--- config.mk ---
export PLATFORM = sky130hd
export DESIGN_NAME = axis_pipe_slice_flat
export DESIGN_NICKNAME = d
export VERILOG_FILES = /design/src/rtl/axis_pipe_slice_if.sv /design/src/rtl/axis_pipe_slice.sv /design/src/flat_wrapper.sv
export SDC_FILE = /design/constraint.sdc
export NUM_CORES = 1
export LEC_CHECK = 0
export BUFFER_PORTS_ARGS = -buffer_cell sky130_fd_sc_hd__buf_4
export CORE_MARGIN = 4
export CORE_UTILIZATION = 49
export CTS_BUF_LIST = sky130_fd_sc_hd__clkbuf_4 sky130_fd_sc_hd__clkbuf_8
export DETAILED_ROUTE_END_ITERATION = 16
export PLACE_DENSITY = 0.84
export SETUP_SLACK_MARGIN = 0.02
export SLEW_MARGIN = 30
export SYNTH_ARGS = -nofsm -noshare
export SYNTH_HDL_FRONTEND = slang
export SYNTH_SLANG_ARGS = --single-unit
export TNS_END_PERCENT = 20
--- constraint.sdc ---
create_clock -name aclk -period 3.3 [get_ports aclk]
set_input_delay 0.33 -clock aclk [delete_from_list [all_inputs] [get_ports aclk]]
set_output_delay 0.33 -clock aclk [all_outputs]
set_load 0.01 [all_outputs]
--- src/rtl/axis_pipe_slice_if.sv ---
// AXI4-Stream bundle for axis_pipe_slice.
// master drives the payload and valid; slave drives ready.
interface axis_pipe_slice_if #(
    parameter int unsigned N = 4,
    parameter int unsigned I = 1,
    parameter int unsigned D = 1,
    parameter int unsigned U = 1
);
    logic           tvalid;
    logic           tready;
    logic [8*N-1:0] tdata;
    logic [N-1:0]   tkeep;
    logic           tlast;
    logic [I-1:0]   tid;
    logic [D-1:0]   tdest;
    logic [U-1:0]   tuser;

    modport master (
        output tvalid, tdata, tkeep, tlast, tid, tdest, tuser,
        input  tready
    );

    modport slave (
        input  tvalid, tdata, tkeep, tlast, tid, tdest, tuser,
        output tready
    );
endinterface

--- src/rtl/axis_pipe_slice.sv ---
// axis_pipe_slice: chain of STAGES AXI4-Stream register slices.
// MODE 0 full (main + skid), 1 forward (valid/data registered),
// 2 reverse (registered ready with skid), 3 bypass (wires only).
// Define AXIS_PIPE_SLICE_STATS_EN to add beat_count / pkt_count outputs.
module axis_pipe_slice #(
    parameter int unsigned N         = 4,
    parameter int unsigned USE_TKEEP = 1,
    parameter int unsigned I         = 1,
    parameter int unsigned D         = 1,
    parameter int unsigned U         = 1,
    parameter int unsigned MODE      = 0,
    parameter int unsigned STAGES    = 1
) (
    input logic              aclk,
    input logic              aresetn,
    axis_pipe_slice_if.slave  s,
    axis_pipe_slice_if.master m
`ifdef AXIS_PIPE_SLICE_STATS_EN
    ,
    output logic [31:0]      beat_count,
    output logic [31:0]      pkt_count
`endif
);

    if (N < 1 || N > 128) begin : g_bad_n
        $fatal(1, "axis_pipe_slice: N=%0d outside 1..128", N);
    end
    if (USE_TKEEP > 1) begin : g_bad_keep
        $fatal(1, "axis_pipe_slice: USE_TKEEP=%0d must be 0 or 1", USE_TKEEP);
    end
    if (I < 1 || I > 8) begin : g_bad_i
        $fatal(1, "axis_pipe_slice: I=%0d outside 1..8", I);
    end
    if (D < 1 || D > 8) begin : g_bad_d
        $fatal(1, "axis_pipe_slice: D=%0d outside 1..8", D);
    end
    if (U < 1 || U > 64) begin : g_bad_u
        $fatal(1, "axis_pipe_slice: U=%0d outside 1..64", U);
    end
    if (MODE > 3) begin : g_bad_mode
        $fatal(1, "axis_pipe_slice: MODE=%0d outside 0..3", MODE);
    end
    if (MODE != 3 && (STAGES < 1 || STAGES > 8)) begin : g_bad_stages
        $fatal(1, "axis_pipe_slice: STAGES=%0d outside 1..8", STAGES);
    end

    localparam int unsigned KW = (USE_TKEEP != 0) ? N : 0;
    localparam int unsigned W  = 8 * N + KW + I + D + U + 1;
    // Bypass has no state, so a single pass-through link is enough.
    localparam int unsigned NS = (MODE == 3) ? 1 : STAGES;

    logic [W-1:0] s_word;
    logic [W-1:0] m_word;

    // Link k sits in front of stage k; link NS is the output.
    logic [NS:0]  vld;
    logic [NS:0]  rdy;
    logic [W-1:0] dat [NS+1];

    if (USE_TKEEP != 0) begin : g_keep
        assign s_word = {s.tdata, s.tkeep, s.tlast, s.tid, s.tdest, s.tuser};
        assign {m.tdata, m.tkeep, m.tlast, m.tid, m.tdest, m.tuser} = m_word;
    end else begin : g_nokeep
        logic unused_tkeep;
        assign unused_tkeep = ^s.tkeep;
        assign s_word = {s.tdata, s.tlast, s.tid, s.tdest, s.tuser};
        assign {m.tdata, m.tlast, m.tid, m.tdest, m.tuser} = m_word;
        assign m.tkeep = '1;
    end

    assign vld[0]   = s.tvalid;
    assign dat[0]   = s_word;
    assign s.tready = rdy[0];
    assign m.tvalid = vld[NS];
    assign m_word   = dat[NS];
    assign rdy[NS]  = m.tready;

    for (genvar k = 0; k < NS; k++) begin : g_stage
        if (MODE == 0) begin : g_full
            typedef enum logic [1:0] {StEmpty, StOne, StTwo} state_e;
            state_e       state_q;
            logic         valid_q;
            logic         ready_q;
            logic [W-1:0] main_q;
            logic [W-1:0] skid_q;
            logic         in_xfer;
            logic         out_xfer;
            logic         load_main;
            logic         load_skid;

            assign in_xfer  = vld[k] & ready_q;
            assign out_xfer = valid_q & rdy[k+1];
            assign vld[k+1] = valid_q;
            assign dat[k+1] = main_q;
            assign rdy[k]   = ready_q;

            // Payload load enables: main takes the input or the skid word, skid takes input.
            always_comb begin
                load_main = 1'b0;
                load_skid = 1'b0;
                unique case (state_q)
                    StEmpty: load_main = in_xfer;
                    StOne: begin
                        load_main = in_xfer & out_xfer;
                        load_skid = in_xfer & ~out_xfer;
                    end
                    StTwo:   load_main = out_xfer;
                    default: ;
                endcase
            end

            // Occupancy FSM with registered valid and ready.
            always_ff @(posedge aclk or negedge aresetn) begin
                if (!aresetn) begin
                    state_q <= StEmpty;
                    valid_q <= 1'b0;
                    ready_q <= 1'b0;
                end else begin
                    ready_q <= 1'b1;
                    unique case (state_q)
                        StEmpty: begin
                            if (in_xfer) begin
                                state_q <= StOne;
                                valid_q <= 1'b1;
                            end
                        end
                        StOne: begin
                            if (in_xfer && !out_xfer) begin
                                state_q <= StTwo;
                                ready_q <= 1'b0;
                            end else if (!in_xfer && out_xfer) begin
                                state_q <= StEmpty;
                                valid_q <= 1'b0;
                            end
                        end
                        StTwo: begin
                            if (out_xfer) begin
                                state_q <= StOne;
                            end else begin
                                ready_q <= 1'b0;
                            end
                        end
                        default: begin
                            state_q <= StEmpty;
                            valid_q <= 1'b0;
                        end
                    endcase
                end
            end

            // Payload storage; never reset, qualified by the valid state.
            always_ff @(posedge aclk) begin
                if (load_main) begin
                    main_q <= (state_q == StTwo) ? skid_q : dat[k];
                end
                if (load_skid) begin
                    skid_q <= dat[k];
                end
            end
        end else if (MODE == 1) begin : g_fwd
            logic         valid_q;
            logic         init_q;
            logic [W-1:0] data_q;

            // init_q holds ready low in reset and until the first edge after release.
            assign rdy[k]   = init_q & (~valid_q | rdy[k+1]);
            assign vld[k+1] = valid_q;
            assign dat[k+1] = data_q;

            // Valid register; reloads whenever the stage can accept.
            always_ff @(posedge aclk or negedge aresetn) begin
                if (!aresetn) begin
                    valid_q <= 1'b0;
                    init_q  <= 1'b0;
                end else begin
                    init_q <= 1'b1;
                    if (rdy[k]) begin
                        valid_q <= vld[k];
                    end
                end
            end

            // Payload register, loaded on input transfer.
            always_ff @(posedge aclk) begin
                if (rdy[k] && vld[k]) begin
                    data_q <= dat[k];
                end
            end
        end else if (MODE == 2) begin : g_rev
            logic         skid_full_q;
            logic         skid_full_d;
            logic         ready_q;
            logic [W-1:0] skid_q;
            logic         capture;

            assign rdy[k]   = ready_q;
            assign vld[k+1] = skid_full_q | (vld[k] & ready_q);
            assign dat[k+1] = skid_full_q ? skid_q : dat[k];
            assign capture  = vld[k] & ready_q & ~rdy[k+1];

            // Skid fills on a stalled input transfer and empties when downstream takes it.
            always_comb begin
                skid_full_d = skid_full_q ? ~rdy[k+1] : capture;
            end

            // Skid flag and registered ready.
            always_ff @(posedge aclk or negedge aresetn) begin
                if (!aresetn) begin
                    skid_full_q <= 1'b0;
                    ready_q     <= 1'b0;
                end else begin
                    skid_full_q <= skid_full_d;
                    ready_q     <= ~skid_full_d;
                end
            end

            // Skid payload.
            always_ff @(posedge aclk) begin
                if (capture) begin
                    skid_q <= dat[k];
                end
            end
        end else begin : g_byp
            assign vld[k+1] = vld[k];
            assign dat[k+1] = dat[k];
            assign rdy[k]   = rdy[k+1];
        end
    end

`ifdef AXIS_PIPE_SLICE_STATS_EN
    // Debug counters on output transfers; wrap naturally at 2^32.
    always_ff @(posedge aclk or negedge aresetn) begin
        if (!aresetn) begin
            beat_count <= 32'd0;
            pkt_count  <= 32'd0;
        end else if (m.tvalid && m.tready) begin
            beat_count <= beat_count + 32'd1;
            if (m.tlast) begin
                pkt_count <= pkt_count + 32'd1;
            end
        end
    end
`endif

endmodule

--- src/flat_wrapper.sv ---
// flat-port wrapper written by rule: the top's interface ports become plain ports
module axis_pipe_slice_flat 
#(
    parameter int unsigned N         = 4,
    parameter int unsigned USE_TKEEP = 1,
    parameter int unsigned I         = 1,
    parameter int unsigned D         = 1,
    parameter int unsigned U         = 1,
    parameter int unsigned MODE      = 0,
    parameter int unsigned STAGES    = 1
)
  (aclk, aresetn, s_tvalid, s_tdata, s_tkeep, s_tlast, s_tid, s_tdest, s_tuser, s_tready, m_tvalid, m_tdata, m_tkeep, m_tlast, m_tid, m_tdest, m_tuser, m_tready);
  axis_pipe_slice_if #(.N(N), .I(I), .D(D), .U(U)) s_i ();
  axis_pipe_slice_if #(.N(N), .I(I), .D(D), .U(U)) m_i ();
  input logic aclk;
  input logic aresetn;
  input wire logic [$bits(s_i.tvalid)-1:0] s_tvalid;
  input wire logic [$bits(s_i.tdata)-1:0] s_tdata;
  input wire logic [$bits(s_i.tkeep)-1:0] s_tkeep;
  input wire logic [$bits(s_i.tlast)-1:0] s_tlast;
  input wire logic [$bits(s_i.tid)-1:0] s_tid;
  input wire logic [$bits(s_i.tdest)-1:0] s_tdest;
  input wire logic [$bits(s_i.tuser)-1:0] s_tuser;
  output wire logic [$bits(s_i.tready)-1:0] s_tready;
  output wire logic [$bits(m_i.tvalid)-1:0] m_tvalid;
  output wire logic [$bits(m_i.tdata)-1:0] m_tdata;
  output wire logic [$bits(m_i.tkeep)-1:0] m_tkeep;
  output wire logic [$bits(m_i.tlast)-1:0] m_tlast;
  output wire logic [$bits(m_i.tid)-1:0] m_tid;
  output wire logic [$bits(m_i.tdest)-1:0] m_tdest;
  output wire logic [$bits(m_i.tuser)-1:0] m_tuser;
  input wire logic [$bits(m_i.tready)-1:0] m_tready;
  assign s_i.tvalid = s_tvalid;
  assign s_i.tdata = s_tdata;
  assign s_i.tkeep = s_tkeep;
  assign s_i.tlast = s_tlast;
  assign s_i.tid = s_tid;
  assign s_i.tdest = s_tdest;
  assign s_i.tuser = s_tuser;
  assign s_tready = s_i.tready;
  assign m_tvalid = m_i.tvalid;
  assign m_tdata = m_i.tdata;
  assign m_tkeep = m_i.tkeep;
  assign m_tlast = m_i.tlast;
  assign m_tid = m_i.tid;
  assign m_tdest = m_i.tdest;
  assign m_tuser = m_i.tuser;
  assign m_i.tready = m_tready;
  axis_pipe_slice #(.N(N), .USE_TKEEP(USE_TKEEP), .I(I), .D(D), .U(U), .MODE(MODE), .STAGES(STAGES)) u_core (.aclk(aclk), .aresetn(aresetn), .s(s_i), .m(m_i));
endmodule
=== Word-level counts from Yosys, hierarchy flattened ===
Index checks and enable logic that the tools add are counted.

* Equal/unequal tests: 7
* Muxes and demuxes: 15
* Bitwise logic cells: 6
* Reduce and logical (&&, ||, !) cells: 7

{| class="wikitable"
|+ Operators by type and width
! kind !! count
|-
| 2-to-1 mux 40 bit || 1
|-
| 2-to-1 mux 2 bit || 4
|-
| 2-to-1 mux 1 bit || 6
|-
| inequality test 2 x 1 -> 1 bit (second input constant) || 3
|-
| case mux 1 bit (3 select lines) || 2
|-
| case mux 2 bit (3 select lines) || 1
|-
| AND 1 bit || 4
|-
| AND reduction 4 bit || 1
|-
| inequality test 3 x 1 -> 1 bit (second input constant) || 1
|-
| AND reduction 3 bit || 1
|-
| == test 2 x 1 -> 1 bit (second input constant) || 1
|-
| == test 2 bit (second input constant) || 1
|-
| logical AND 1 bit || 2
|-
| logical NOT 1 bit || 2
|-
| logical NOT 2 bit || 1
|-
| inequality test 2 bit (second input constant) || 1
|-
| inverter 1 bit || 2
|-
| case mux 1 bit (2 select lines) || 1
|}

* Flip-flop bits (word level): 84
* Input bits: 44
* Logic and storage cells: 40

=== Depth between registers and ports, before layout ===
Gate-level depths: netlist of run 1.

* Word-level depth: 6
* Gate-level depth with buffers: 6

=== Least setup slack after synthesis of run 1 ===
OpenSTA, ideal clock, no wires.

* Kind: register to register
* From: register u_core.g_stage[0].g_full.state_q[0]
* To: register u_core.g_stage[0].g_full.main_q[0] (enable)
* Library setup time: 0.437 ns
* Data arrival time: 2.741 ns
* Required time: 2.863 ns
* Setup slack: 0.122 ns
* Stages on the path, launching flop included: 7
* Path buffers: 2
* Period minus slack after synthesis: 3.178 ns
* Cells stage by stage: dfrtp_1 > inv_1 > ha_1 > buf_2 > buf_6 > a31oi_1 > nor2_1

* Longest elaborated chain between the ends: 2
* Elaborated cells on any way between the ends: 4
* Those cells by class: 2 x eq/ne; 1 x mux; 1 x reduce/logical

{| class="wikitable"
|+ Ends and longest elaborated chain
! what !! RTL line !! text
|-
| start, declared || axis_pipe_slice.sv:81 || <nowiki>state_e state_q;</nowiki>
|-
| start signal, assigned || axis_pipe_slice.sv:115 || <nowiki>state_q <= StEmpty;</nowiki>
|-
| start signal, assigned || axis_pipe_slice.sv:123 || <nowiki>state_q <= StOne;</nowiki>
|-
| start signal, assigned || axis_pipe_slice.sv:129 || <nowiki>state_q <= StTwo;</nowiki>
|-
| == test 2 bit (tied with other cells) || axis_pipe_slice.sv:101 || <nowiki>unique case (state_q)</nowiki>
|-
| case mux 1 bit (3 select lines) * || axis_pipe_slice.sv:101 ||
|-
| via u_core.g_stage[0].g_full.load_main || axis_pipe_slice.sv:88 || <nowiki>logic load_main;</nowiki>
|-
| end signal, assigned || axis_pipe_slice.sv:154 || <nowiki>main_q <= (state_q == StTwo) ? skid_q : dat[k];</nowiki>
|-
| end, declared || axis_pipe_slice.sv:84 || <nowiki>logic [W-1:0] main_q;</nowiki>
|}

Mark *: on every way through the listed nets, which the timed path passes. The rest lies on a longest branch.
A chain may end at the register's enable or synchronous reset.

=== Final worst setup path of run 1 ===
* From: register u_core.g_stage[0].g_full.state_q[0]
* To: register u_core.g_stage[0].g_full.main_q[24] (enable)

The elaborated chain is that of the path after synthesis.

==> reports/qor.txt, run 1 <==
Status = finished, final reports clean
Clock Skew = 5.566 ps
I/O pins = 86
RSZ-0062 raised after global routing = no
Min Tclk post-route = 2193 ps
Avg Cell Area, Syn = 20.53 sq um
Post-synth design cell area = 3182 sq um
Synth Net Count = 203
Internal = 0.002255 W
Final wirelength = 5.591 mm
PD cells = 744.9 nW/um^2
Clock share of power = 25.1%
Clock Path Buffers = 2
Via count = 1,691
Core Footprint = 6314 sq um
Vias in the first global route = 1,708
Final hold vios = 0
Slew Viols, Final = 0
H-tree levels = 3
Hpwl dp = 3.868 mm
DRT Pass-1 Iters = 4
Row count = 29
Clock-pin slew on the worst setup and hold paths = 80 ps
Post-synthesis sequential area ratio = 78.65%
First-pass GRT wire length = 8.431 mm
Part of the power in registers = 50.2%
WS Path Type = reg -> reg
Gpl congestion = 0.7263
Syn Inst Count = 155
Global route overflow = 0
Comb pwr share = 24.7%
Worst Hold Depth = 1
Layout Area Growth over Synthesis = 29.73%
Commonest non-fill, non-tap cell in the layout = buf_4
Hold/Removal Path Class = in -> reg
CTS tree = done
Critical path fanouts, max = 40
Actual slew at the worst max-slew pin = 552.7 ps
Post-synthesis simple-gate area fraction = 1.022%
CP required = 3280 ps
Share of cells above drive strength 1 = 58.50%
Area share of fa/ha/maj cells after synthesis = 1.573%
Worst R2R End = u_core.g_stage[0].g_full.main_q[24]
Antenna cells = 0
NetSw = 0.0008198 W
Leakage = 1.537 nW
FF-to-FF Start = u_core.g_stage[0].g_full.state_q[0]
All-Layer GR Usage = 14.62%
Latest clock arrival within the worst-skew pair = 340 ps
CTS buffer count = 9
CP startpoint kind = flop
Sw Share = 26.66%
Post-route ant nets = 0
Initial Util = 50.40%
Die Y = 88.58 microns
Synth Area in Compound Gates = 2.556%
Fin util = 65.38%
Rel. slew slack = 63.15%
Post-CTS Setup Inserts = 0
Hold WS = 173.5 ps
Xor and xnor area share after synthesis = 0.2753%
Port Buffers = 85
Fmax achieved = 456.0 MHz
Reg2Reg Depth = 5
Die area = 7846 sq um
Drt wl/cell = 16.94 microns
Final setup fails = 0
Detailed Route Iter0 Violations = 67
Sink Count = 84
Clock Root Buffer = clkbuf_8
Vias/cell = 5.124
Die Wd = 88.58 microns
Max Cap Violations = 0
Initial antenna violation count = 0
Pin count of the biggest net entering global routing = 42
Post-synthesis mux area share = 14.47%
Yosys warnings = 0
R2R Setup Slk = 1110 ps
CP Capture Type = flop
Sum Neg Setup Slack = 0 ps
Commonest non-fill, non-tap cells in the layout = 87 x buf_4, 80 x edfxtp_1, 40 x mux2_2
Max VDD drop = 0.5116 mV
Min-Delay Endpoint = u_core.g_stage[0].g_full.skid_q[0]
Arrival time at the worst endpoint = 2170 ps
Final period util = 66.46%
Nets = 297
DRC = 0
Largest family of logic cells by synthesized area = multiplexers
Hold Startpoint = s_tuser
Post-synth cell types = 24
Yosys reg bits = 84
[logic make-up after synthesis]
family,Yosys count
muxes,41
AOI/OAI and AO/OA,11
adders and majority gates,4
DFF,84
xor gates and xnor gates,1
buffers and inverters,7
and+or+nand+nor,7
[metrics by stage]
stage	setup WS [ps]	cells	area [sq um]	power, W
CTS	1071	330	4126	0.003113
floorplan	122.1	155	3182	0.002007
global route	950.7	330	4128	0.003237
global placement	1165	314	3904	0.002306
detailed placement	1085	314	3904	0.002339
finish	1107	330	4128	0.003075
[per-layer routing]
layer  part of all wire (%)  GRT usage, %  vias up
met2                     47         22.03       75
met5                      0             0        -
li1                       -             -      796
met3                    9.2         5.400        4
met4                   0.66         4.396        0
met1                     43         20.08      816
[state kept, by name (all words and copies together) (netlist names)]
name and count:
u_core.g_stage.g_full.state_q 2, u_core.s.tready 1, u_core.g_stage.g_full.skid_q 40, u_core.m.tvalid 1, u_core.g_stage.g_full.main_q 40
[worst max-delay path, cell delays in order (launching register included)]
cell     delay, ps
dfrtp_1        400
inv_1          110
ha_2           530
a31oi_1        210
nor2_4         110
buf_4          460
[area by class of cell]
class | instances | area (sq um)
Sequential cell | 84 | 2502
Tap cell | 77 | 96.34
Inverter | 2 | 7.507
Clock inverter | 6 | 88.84
Timing Repair Buffer | 88 | 663.1
Multi-Input combinational cell | 64 | 645.6
Fill cell | 449 | 2186
Clock buffer | 9 | 123.9
[cells in the mapped netlist (all sizes together)]
cell,count,area [sq um]
nor3,1,5.000
o21ai,1,5.000
and2,1,6.260
o32a,1,11.26
o21bai,1,7.510
a21boi,1,7.510
buf,5,38.78
mux2i,1,10.01
ha,4,50.05
a31oi,3,18.77
a21oi,2,13.76
mux2,40,450.4
inv,2,7.510
edfxtp,80,2402
xnor2,1,8.760
nand2,2,10.01
o2bb2ai,1,8.760
nor2,3,11.26
a22o,1,8.760
dfrtp,4,100.1
[power groups by stage]
stage	Sequential (W)	Combinational (W)	Clock (W)
2_1_floorplan	0.00163	0.000379	0
3_3_place_gp	0.00156	0.000743	0
3_5_place_dp	0.00157	0.000765	0
4_1_cts	0.00155	0.000771	0.000792
5_1_grt	0.00157	0.000829	0.000841
6_report	0.00154	0.000759	0.000771
[what timing repair did]
action,4_1_cts,5_1_grt
resized for setup,0,0
hold endpoints to repair,4,0
hold buffers,1,0
[how the worst max path moves through the flow]
stage | endpoint | depth (start not counted) | slack (ps) | startpoint
4_1_cts | u_core.g_stage[0].g_full.main_q[3] | 5 | 1070 | u_core.g_stage[0].g_full.state_q[0]
2_1_floorplan | u_core.g_stage[0].g_full.main_q[0] | 6 | 120 | u_core.g_stage[0].g_full.state_q[0]
6_report | u_core.g_stage[0].g_full.main_q[24] | 5 | 1110 | u_core.g_stage[0].g_full.state_q[0]
3_5_place_dp | u_core.g_stage[0].g_full.main_q[30] | 5 | 1090 | u_core.g_stage[0].g_full.state_q[0]
5_1_grt | u_core.g_stage[0].g_full.main_q[28] | 5 | 950 | u_core.g_stage[0].g_full.state_q[0]
3_3_place_gp | u_core.g_stage[0].g_full.main_q[15] | 5 | 1170 | u_core.g_stage[0].g_full.state_q[0]
No activity file was read; power rests on OpenSTA's default activity.
==> run 2, diff against run 1 <==
- clock period: 3.3 -> 1.79 ns (I/O delays scaled with it)
==> run 2 against run 1 <==
Effect of this change:
- total power up 99%
- die area unchanged
- critical path depth up 2
- design area up 8.2%
- setup slack worse by 1000 ps
- sequential share of layout area down 4.6 points
- clock power up 110%
- core utilization up 5.4 points
- largest cell class unchanged
- highest routed layer unchanged
==> reports/qor.txt, run 2 (synthesis results as in run 1) <==
Status = finished, final reports clean
Row count = 29
Latest clock arrival within the worst-skew pair = 350 ps
Actual slew at the worst max-slew pin = 215.6 ps
Core Footprint = 6314 sq um
Resized Gates After CTS = 0
PD cells = 1369 nW/um^2
Gpl congestion = 0.7268
Leakage = 1.678 nW
Final period util = 94.46%
Die Y = 88.58 microns
Reg area = 2502 sq um
Final setup fails = 0
Layout Area Growth over Synthesis = 40.39%
Hold/Removal Path Class = in -> reg
Max Cap Violations = 0
Initial antenna violation count = 0
Final hold vios = 0
CP required = 1840 ps
Max VDD drop = 0.7478 mV
Slew Viols, Final = 0
First-pass GRT wire length = 9.480 mm
CP max stage delay = 440 ps
Final wirelength = 6.142 mm
Clock Path Buffers = 2
Fillcell total = 406
Sink Count = 84
Share of cells above drive strength 1 = 57.91%
Drt wl/cell = 17.30 microns
Arrival time at the worst endpoint = 1740 ps
Crit-path leading delay family = flip-flops
CP Capture Type = flop
Vias/cell = 5.039
Commonest non-fill, non-tap cells in the layout = 91 x buf_4, 80 x edfxtp_1, 40 x mux2_2
Clock-pin slew on the worst setup and hold paths = 80 ps
Worst path cell trace = inv_2 > ha_2 > a31oi_1 > nor2_1 > a31oi_4 > nor2_4 > buf_12
Global route overflow = 0
CP Buf/Inv Count = 2
Grt met2 use = 26.99%
WS Path Type = reg -> reg
Fin util = 70.75%
CP max-delay cell = dfrtp_1
Critical path fanouts, max = 25
All-Layer GR Usage = 16.43%
CTS tree = done
Rel. slew slack = 85.59%
DRT Pass-1 Iters = 4
Top Registers = u_core.g_stage.g_full.main_q x40, u_core.g_stage.g_full.skid_q x40, u_core.g_stage.g_full.state_q x2
Pin count of the biggest net entering global routing = 34
Die area = 7846 sq um
Port Buffers = 85
Met1 usage = 21.20%
CP startpoint kind = flop
Min Tclk post-route = 1691 ps
Hpwl dp = 4.130 mm
CTS buffer count = 9
Busiest layer in global routing = met2
Commonest non-fill, non-tap cell in the layout = buf_4
H-tree levels = 3
Post-route ant nets = 0
Nets = 321
Clock Root Buffer = clkbuf_8
I/O pins = 86
DRC = 0
Fmax achieved = 591.4 MHz
Via count = 1,789
Antenna cells = 0
Clock Skew = 11.69 ps
Sum Neg Setup Slack = 0 ps
Initial Util = 50.40%
Area occupied by multi-input gates = 684.4 sq um
RSZ-0062 raised after global routing = yes
Vias in the first global route = 1,922
Die Wd = 88.58 microns
Detailed Route Iter0 Violations = 97
Routing usage on met3 = 4.283%
run 2: changes by cell type in the layout (fill, tap and decap cells not counted), sizes merged:
cell / before / now
dlygate4sd3: 1 / 17
clkinvlp: 2 / 0
buf: 87 / 95
clkbuf: 9 / 10
clkinv: 1 / 2
bufinv: 2 / 3
run 2: path summary, 6_finish.rpt:
path                       slack, ps  cells past startpoint                           startpoint                             endpoint
setup / recovery                 100                      7  u_core.g_stage[0].g_full.state_q[0]   u_core.g_stage[0].g_full.main_q[6]
hold / removal                    20                      1                           s_tdata[3]  u_core.g_stage[0].g_full.skid_q[11]
setup reg to reg                 100                      7  u_core.g_stage[0].g_full.state_q[0]   u_core.g_stage[0].g_full.main_q[6]
hold reg to reg                  550                      1  u_core.g_stage[0].g_full.skid_q[23]  u_core.g_stage[0].g_full.main_q[23]
max in group asynchronous       1530                      2                              aresetn                      u_core.m.tvalid
min in group asynchronous        160                      2                              aresetn  u_core.g_stage[0].g_full.state_q[1]
run 2: power by group:
group	switching (W)	internal [W]
combinational	0.000809	0.000851
sequential	0.000139	0.00271
clock	0.000660	0.000946
total	0.00161	0.00451
run 2: routing by layer:
metal,vias up,part of all wire (%)
met2,63,51
met4,0,1.5
met5,-,0
li1,850,-
met1,865,41
met3,11,6.7
run 2: layout make-up:
cell class	instances	area share, %
timing repair buffer	112	20.90
tap	77	2.157
multi-input combinational	64	15.32
inverter	2	0.1681
clock inverter	6	2.493
sequential	84	56.02
clock buffer	10	2.941
run 2: what timing repair did:
item | in CTS | in global routing
hold endpoints to repair | 11 | 9
setup buffers | 0 | 0
hold buffers | 8 | 9
endpoints found under the setup margin | 0 | 35
run 2: metrics by stage:
step           setup slack [ps]  hold WS [ps]  cells  total power, W  area, sq um
2_1_floorplan            -231.2        -116.6    155        0.003767         3239
3_3_place_gp              110.7        -23.56    322        0.004487         4054
3_5_place_dp              86.86        -21.79    322        0.004539         4054
4_1_cts                   71.46        0.1238    346        0.006169         4377
5_1_grt                   5.666         1.696    355        0.006426         4467
6_report                  99.22         22.04    355        0.006115         4467
